## config.mk

```make
export PLATFORM = sky130hd
export DESIGN_NAME = cpu_decode
export DESIGN_NICKNAME = d
export VERILOG_FILES = /design/src/rtl/cpu_decode.sv
export SDC_FILE = /design/constraint.sdc
export NUM_CORES = 2
export LEC_CHECK = 0
export ABC_CLOCK_PERIOD_IN_PS = 2000
export BUFFER_PORTS_ARGS = -buffer_cell sky130_fd_sc_hd__buf_2
export CAP_MARGIN = 40
export CORE_UTILIZATION = 40
export DETAILED_ROUTE_END_ITERATION = 7
export GPL_TIMING_DRIVEN = 0
export PLACE_DENSITY = 0.55
export SLEW_MARGIN = 20
export SYNTH_ARGS = -nofsm -noshare
export SYNTH_HDL_FRONTEND = slang
export SYNTH_SLANG_ARGS = --single-unit
```

## constraint.sdc

```tcl
create_clock -name i_clk -period 2 [get_ports i_clk]
set_input_delay 0.5 -clock i_clk [delete_from_list [all_inputs] [get_ports i_clk]]
set_output_delay 0.5 -clock i_clk [all_outputs]
set_load 0.02 [all_outputs]
```

## src/rtl/cpu_decode.sv

```systemverilog
// ----------------------------------------------------------------------------
// cpu_decode
//  RV32I instruction-decode stage sitting directly behind cpu_fetch.
//  Splits the instruction into its fields, builds the sign-extended
//  immediate, reads the 32x32 integer register file (owned here, written by
//  writeback) and registers the result into the ID/EX pipeline register.
//  The ID/EX register can be held (stall) or replaced with a bubble (flush).
//
// Ports
//  i_clk         clock, rising edge
//  i_rst_n       asynchronous reset, active low
//  i_if_valid    fetch presents a valid instruction
//  i_if_instr    instruction word from fetch
//  i_if_pc       PC of i_if_instr
//  i_stall       hold the ID/EX register
//  i_flush       replace the ID/EX register with a bubble (wins over stall)
//  i_wb_we       writeback write enable
//  i_wb_rd       writeback destination register
//  i_wb_data     writeback data
//  o_id_valid    ID/EX slot holds a real instruction
//  o_id_pc       registered PC
//  o_id_instr    registered instruction word
//  o_id_opcode / o_id_rd / o_id_funct3 / o_id_rs1 / o_id_rs2 / o_id_funct7
//                fields of the registered instruction word
//  o_id_rs1_data register-file value of rs1
//  o_id_rs2_data register-file value of rs2
//  o_id_imm      sign-extended immediate
//  o_id_illegal  opcode outside the RV32I base set (meaningful when valid)
// ----------------------------------------------------------------------------
module cpu_decode #(
   parameter int          XLEN     = 32,
   parameter logic [31:0] NOP_INSN = 32'h0000_0013
) (
   input  logic            i_clk,
   input  logic            i_rst_n,
   input  logic            i_if_valid,
   input  logic [31:0]     i_if_instr,
   input  logic [31:0]     i_if_pc,
   input  logic            i_stall,
   input  logic            i_flush,
   input  logic            i_wb_we,
   input  logic [4:0]      i_wb_rd,
   input  logic [XLEN-1:0] i_wb_data,
   output logic            o_id_valid,
   output logic [31:0]     o_id_pc,
   output logic [31:0]     o_id_instr,
   output logic [6:0]      o_id_opcode,
   output logic [4:0]      o_id_rd,
   output logic [2:0]      o_id_funct3,
   output logic [4:0]      o_id_rs1,
   output logic [4:0]      o_id_rs2,
   output logic [6:0]      o_id_funct7,
   output logic [XLEN-1:0] o_id_rs1_data,
   output logic [XLEN-1:0] o_id_rs2_data,
   output logic [31:0]     o_id_imm,
   output logic            o_id_illegal
);

   localparam logic [6:0] OP_LOAD   = 7'b0000011;
   localparam logic [6:0] OP_IMM    = 7'b0010011;
   localparam logic [6:0] OP_JALR   = 7'b1100111;
   localparam logic [6:0] OP_SYSTEM = 7'b1110011;
   localparam logic [6:0] OP_STORE  = 7'b0100011;
   localparam logic [6:0] OP_BRANCH = 7'b1100011;
   localparam logic [6:0] OP_LUI    = 7'b0110111;
   localparam logic [6:0] OP_AUIPC  = 7'b0010111;
   localparam logic [6:0] OP_JAL    = 7'b1101111;
   localparam logic [6:0] OP_REG    = 7'b0110011;
   localparam logic [6:0] OP_FENCE  = 7'b0001111;

   logic [XLEN-1:0] r_regs [32];

   logic [31:0]     r_pc;
   logic [31:0]     r_instr;
   logic            r_valid;
   logic [XLEN-1:0] r_rs1Data;
   logic [XLEN-1:0] r_rs2Data;
   logic [31:0]     r_imm;
   logic            r_illegal;

   logic [6:0]      w_opcode;
   logic [4:0]      w_rs1;
   logic [4:0]      w_rs2;
   logic            w_wbHit;
   logic [XLEN-1:0] w_rs1Data;
   logic [XLEN-1:0] w_rs2Data;
   logic [31:0]     w_imm;
   logic            w_illegal;

   assign w_opcode = i_if_instr[6:0];
   assign w_rs1    = i_if_instr[19:15];
   assign w_rs2    = i_if_instr[24:20];

   // A write to x0 is dropped everywhere, so one qualifier serves both the
   // register file and the forwarding paths.
   assign w_wbHit  = i_wb_we && (i_wb_rd != 5'd0);

   // Same-edge writeback is forwarded so the captured operand is never the
   // value that is being overwritten on this very edge.
   assign w_rs1Data = (w_rs1 == 5'd0)                  ? '0        :
                      (w_wbHit && (i_wb_rd == w_rs1)) ? i_wb_data : r_regs[w_rs1];
   assign w_rs2Data = (w_rs2 == 5'd0)                  ? '0        :
                      (w_wbHit && (i_wb_rd == w_rs2)) ? i_wb_data : r_regs[w_rs2];

   always_comb begin
      w_imm     = '0;
      w_illegal = 1'b0;
      case (w_opcode)
         OP_LOAD, OP_IMM, OP_JALR, OP_SYSTEM:
            w_imm = {{20{i_if_instr[31]}}, i_if_instr[31:20]};
         OP_STORE:
            w_imm = {{20{i_if_instr[31]}}, i_if_instr[31:25], i_if_instr[11:7]};
         OP_BRANCH:
            w_imm = {{19{i_if_instr[31]}}, i_if_instr[31], i_if_instr[7],
                     i_if_instr[30:25], i_if_instr[11:8], 1'b0};
         OP_LUI, OP_AUIPC:
            w_imm = {i_if_instr[31:12], 12'b0};
         OP_JAL:
            w_imm = {{11{i_if_instr[31]}}, i_if_instr[31], i_if_instr[19:12],
                     i_if_instr[20], i_if_instr[30:21], 1'b0};
         OP_REG, OP_FENCE:
            w_imm = '0;
         default:
            w_illegal = 1'b1;
      endcase
   end

   // Register file. Writes are independent of stall/flush; x0 is never
   // written and is also masked on read.
   always_ff @(posedge i_clk or negedge i_rst_n) begin
      if (!i_rst_n) begin
         for (int i = 0; i < 32; i++) begin
            r_regs[i] <= '0;
         end
      end else if (w_wbHit) begin
         r_regs[i_wb_rd] <= i_wb_data;
      end
   end

   // ID/EX register: flush > stall > load. An invalid fetch slot loads a
   // bubble just like a flush does.
   always_ff @(posedge i_clk or negedge i_rst_n) begin
      if (!i_rst_n) begin
         r_valid   <= 1'b0;
         r_pc      <= '0;
         r_instr   <= NOP_INSN;
         r_rs1Data <= '0;
         r_rs2Data <= '0;
         r_imm     <= '0;
         r_illegal <= 1'b0;
      end else if (i_flush || (!i_stall && !i_if_valid)) begin
         r_valid   <= 1'b0;
         r_pc      <= '0;
         r_instr   <= NOP_INSN;
         r_rs1Data <= '0;
         r_rs2Data <= '0;
         r_imm     <= '0;
         r_illegal <= 1'b0;
      end else if (i_stall) begin
         // Held operands track writeback so they are current when the
         // stall releases.
         if (w_wbHit && (i_wb_rd == r_instr[19:15])) begin
            r_rs1Data <= i_wb_data;
         end
         if (w_wbHit && (i_wb_rd == r_instr[24:20])) begin
            r_rs2Data <= i_wb_data;
         end
      end else begin
         r_valid   <= 1'b1;
         r_pc      <= i_if_pc;
         r_instr   <= i_if_instr;
         r_rs1Data <= w_rs1Data;
         r_rs2Data <= w_rs2Data;
         r_imm     <= w_imm;
         r_illegal <= w_illegal;
      end
   end

   assign o_id_valid    = r_valid;
   assign o_id_pc       = r_pc;
   assign o_id_instr    = r_instr;
   assign o_id_opcode   = r_instr[6:0];
   assign o_id_rd       = r_instr[11:7];
   assign o_id_funct3   = r_instr[14:12];
   assign o_id_rs1      = r_instr[19:15];
   assign o_id_rs2      = r_instr[24:20];
   assign o_id_funct7   = r_instr[31:25];
   assign o_id_rs1_data = r_rs1Data;
   assign o_id_rs2_data = r_rs2Data;
   assign o_id_imm      = r_imm;
   assign o_id_illegal  = r_illegal;

endmodule
```

==> run summary <==
CP startpoint kind = input pin
Area of the multi-input gates = 29650 um2
CP max FO = 10
Async S/R FF share, synth = 100.0%
CP Data Required Time = 2.63 ns
Dominant synthesized flop cell = dfrtp_1
H-tree lvl count = 4
TritonCTS clock tree = done
Synth top area share = 48.96%
Worst hold slack = -0.3518 ns
Comb power frac = 20.4%
Area leader, netlist = dfrtp_1
Port Buffer Count = 288
HP Class = in2async
P_int = 51.33 mW
P_sw = 20.67 mW
DRC = 0
Most frequent cells in the layout = dfrtp_1 (1164), mux2_2 (993), mux4_2 (434)
Final #Nets = 4886
Final setup margin = -0.1752 ns
Sequential power share = 43.3%
CP arrival = 2.81 ns
Layout area overhead = 23.23%
Io pins = 301
Grt ovf = 0
Slew @ Worst Pin = 0.8692 ns
Die H = 390.8 um
Largest cells by area after synthesis = dfrtp_1 (49%), mux2_2 (18%), mux4_2 (16%)
Max VDD drop = 0.7442 mV
Maximum clock path buffer count = 3
Critical path class = in2reg
Core area = 150000 um2
R2r startpoint = r_regs[394]
Pwr Total = 72.00 mW
Failing checks = negative hold slack, negative setup slack
Hold Buf Count CTS = 49
Worst r2r dst = o_id_rs2_data[10]
Slew Viols, Final = 0
Max Cap Viol = 0
Syn_nets = 4225
Sequential share of the synthesized area = 49.09%
Core Util, Final = 49.70%
WL final = 244.1 mm
Die area = 152700 um2
Fillcell total = 13104
Count of final setup violators = 69
Routed WL per cell = 35.32 um
Status = finished, violations left
Cell Area, Synth = 60470 um2
Tot GR Track Use = 31.78%
Initial antenna violation count = 9
Clock transition at the registers of the reported paths = 0.05 ns
CTS buffer count = 140
Layout cells sized above 1 = 53.02%
Vias in the first global route = 43251
Initial Util = 40.33%
Root buffer cell = clkbuf_16
RSZ-0062 raised after global routing = true
Via-to-Cell Ratio = 6.279
EDFF count, synth = 0
Most common cell after layout, fill and taps aside = dfrtp_1
Pre-Repair DR Iteration Count = 6
Yosys warns = 0
Avg Cell Area, Syn = 14.68 um2
CP Capture Type = flop
FP Rows = 142
Worst reg2reg path depth = 6
Post-Layout Inst Area = 74520 um2
Final Hold Vio Count = 93
Register area = 29710 um2
Power Dens Cells = 966.2 nW/um2
Clock Sink Count = 1186
Pleak = 32.75 nW
Period minus WS final = 2.175 ns
Yosys reg bits = 1186
Post-synthesis cell type count = 56
Final Cycle Share = 108.8%
Placed Area = 66560 um2
Switch share = 28.71%
Clock Skews = 0.02313 ns
Remaining antenna violation count = 0
Fin Setup TNS = -4.072 ns
First-pass GRT wire length = 337.4 mm
Die X = 390.8 um
Initial drt markers = 4451
Vias = 43401
Clock power frac = 36.3%
Worst-Skew Late Latency = 0.79 ns
Worst rel slew slack = 42.05%
Achievable Freq = 459.7 MHz
Reg2reg setup slack = -0.17 ns
DP HPWL = 180.8 mm
Largest net degree at the start of global routing = 115
Synth Instances = 4118
Final GP Congestion = 1.004
## metal layers
layer / wire length (um) / up-vias / GRT usage, % / part of all wire, %
met4: 16500 / 6 / 19.20 / 6.8
li1: - / 17366 / - / -
met1: 97140 / 23348 / 41.78 / 40
met5: 34 / - / 0 / 0.014
met3: 19490 / 520 / 6.541 / 8.0
met2: 111000 / 2161 / 48.46 / 45
## worst max-delay path: stages
cell and delay (ns):
buf_12 0.15, buf_12 0.21, buf_12 0.21, mux4_2 0.56
a22o_1 0.25, a221oi_4 0.34, nand4_1 0.24, o211ai_1 0.19
o21ai_1 0.10
## Yosys cell counts, types with 4 or more instances
cell and number:
or2_2 4, a221oi_1 39, a31oi_1 27, nor3_1 18
nand3b_1 5, mux4_2 434, or4_1 20, nor2b_1 7
clkbuf_1 248, nor2_1 55, nand2b_1 8, and3_1 5
buf_6 19, nor3b_1 6, dfrtp_1 1183, o21ai_0 54
a22o_1 97, o22a_1 4, a22oi_1 144, buf_4 59
nand2_1 71, mux2i_1 184, a221o_1 45, nand3_1 28
o22ai_1 89, buf_1 62, o21ai_1 14, xor2_1 21
o211ai_1 12, and2_1 6, mux2_2 993, nand4_1 11
a21oi_1 16, buf_2 93
## per-stage QoR
step                setup slack [ns]  cells
finish                       -0.1752   6912
global route                 -0.1757   6907
CTS                          -0.1522   6854
detailed placement            -2.201   6525
global placement              -26.79   6422
floorplan                    -0.2390   4118
## power by group through the flow
stage	registers [mW]	clock network (mW)	logic [mW]
finish	31.2	26.1	14.7
detailed placement	31.4	0	13.7
global placement	31.2	0	13.3
floorplan	30.6	0	9.39
CTS	31.0	26.4	14.5
global route	31.7	27.3	15.4
## cell type report
cell class / count / share of cell area, %
flip-flops and latches: 1186 / 39.86
multi-input cells: 2444 / 39.79
repair buffers: 534 / 5.919
clock buffers: 203 / 5.453
plain buffers: 469 / 4.777
well taps: 2016 / 3.385
clock inverters: 51 / 0.7707
inverters: 4 / 0.02351
diodes: 5 / 0.01679
## timing repair
action	4_1_cts	5_1_grt
buffers inserted	39	48
gates cloned	1	4
endpoints found under the setup margin	441	448
pin swaps	58	48
gates resized for setup	413	135
hold endpoints to repair	154	93
## registers in the layout, indices dropped and copies added (netlist names)
| signal | flops |
|---|---|
| o_id_rs1_data | 32 |
| o_id_illegal | 1 |
| o_id_instr | 32 |
| o_id_rs2_data | 32 |
| o_id_imm | 32 |
| o_id_valid | 1 |
| o_id_pc | 32 |
| r_regs | 1024 |
## logic make-up after synthesis
family	after synthesis	share of synthesized area, %
multiplexers	1611	37.70
flip-flops	1186	49.09
AO/OA/AOI/OAI	558	6.894
buffers and inverters	489	3.913
AND/OR/NAND/NOR	253	2.102
XOR/XNOR	21	0.3042
## worst max-delay path by stage
stage / start / end / slack, ns
after floorplan: i_if_instr[20] / o_id_rs2_data[30] / -0.24
after global placement: i_rst_n / r_regs[851] / -26.79
after detailed placement: i_if_instr[21] / o_id_rs2_data[11] / -2.20
after CTS: r_regs[498] / o_id_rs2_data[18] / -0.15
after global routing: r_regs[414] / o_id_rs2_data[30] / -0.18
final: i_if_instr[20] / o_id_rs2_data[10] / -0.18
Power figures use the tool's default switching activity.
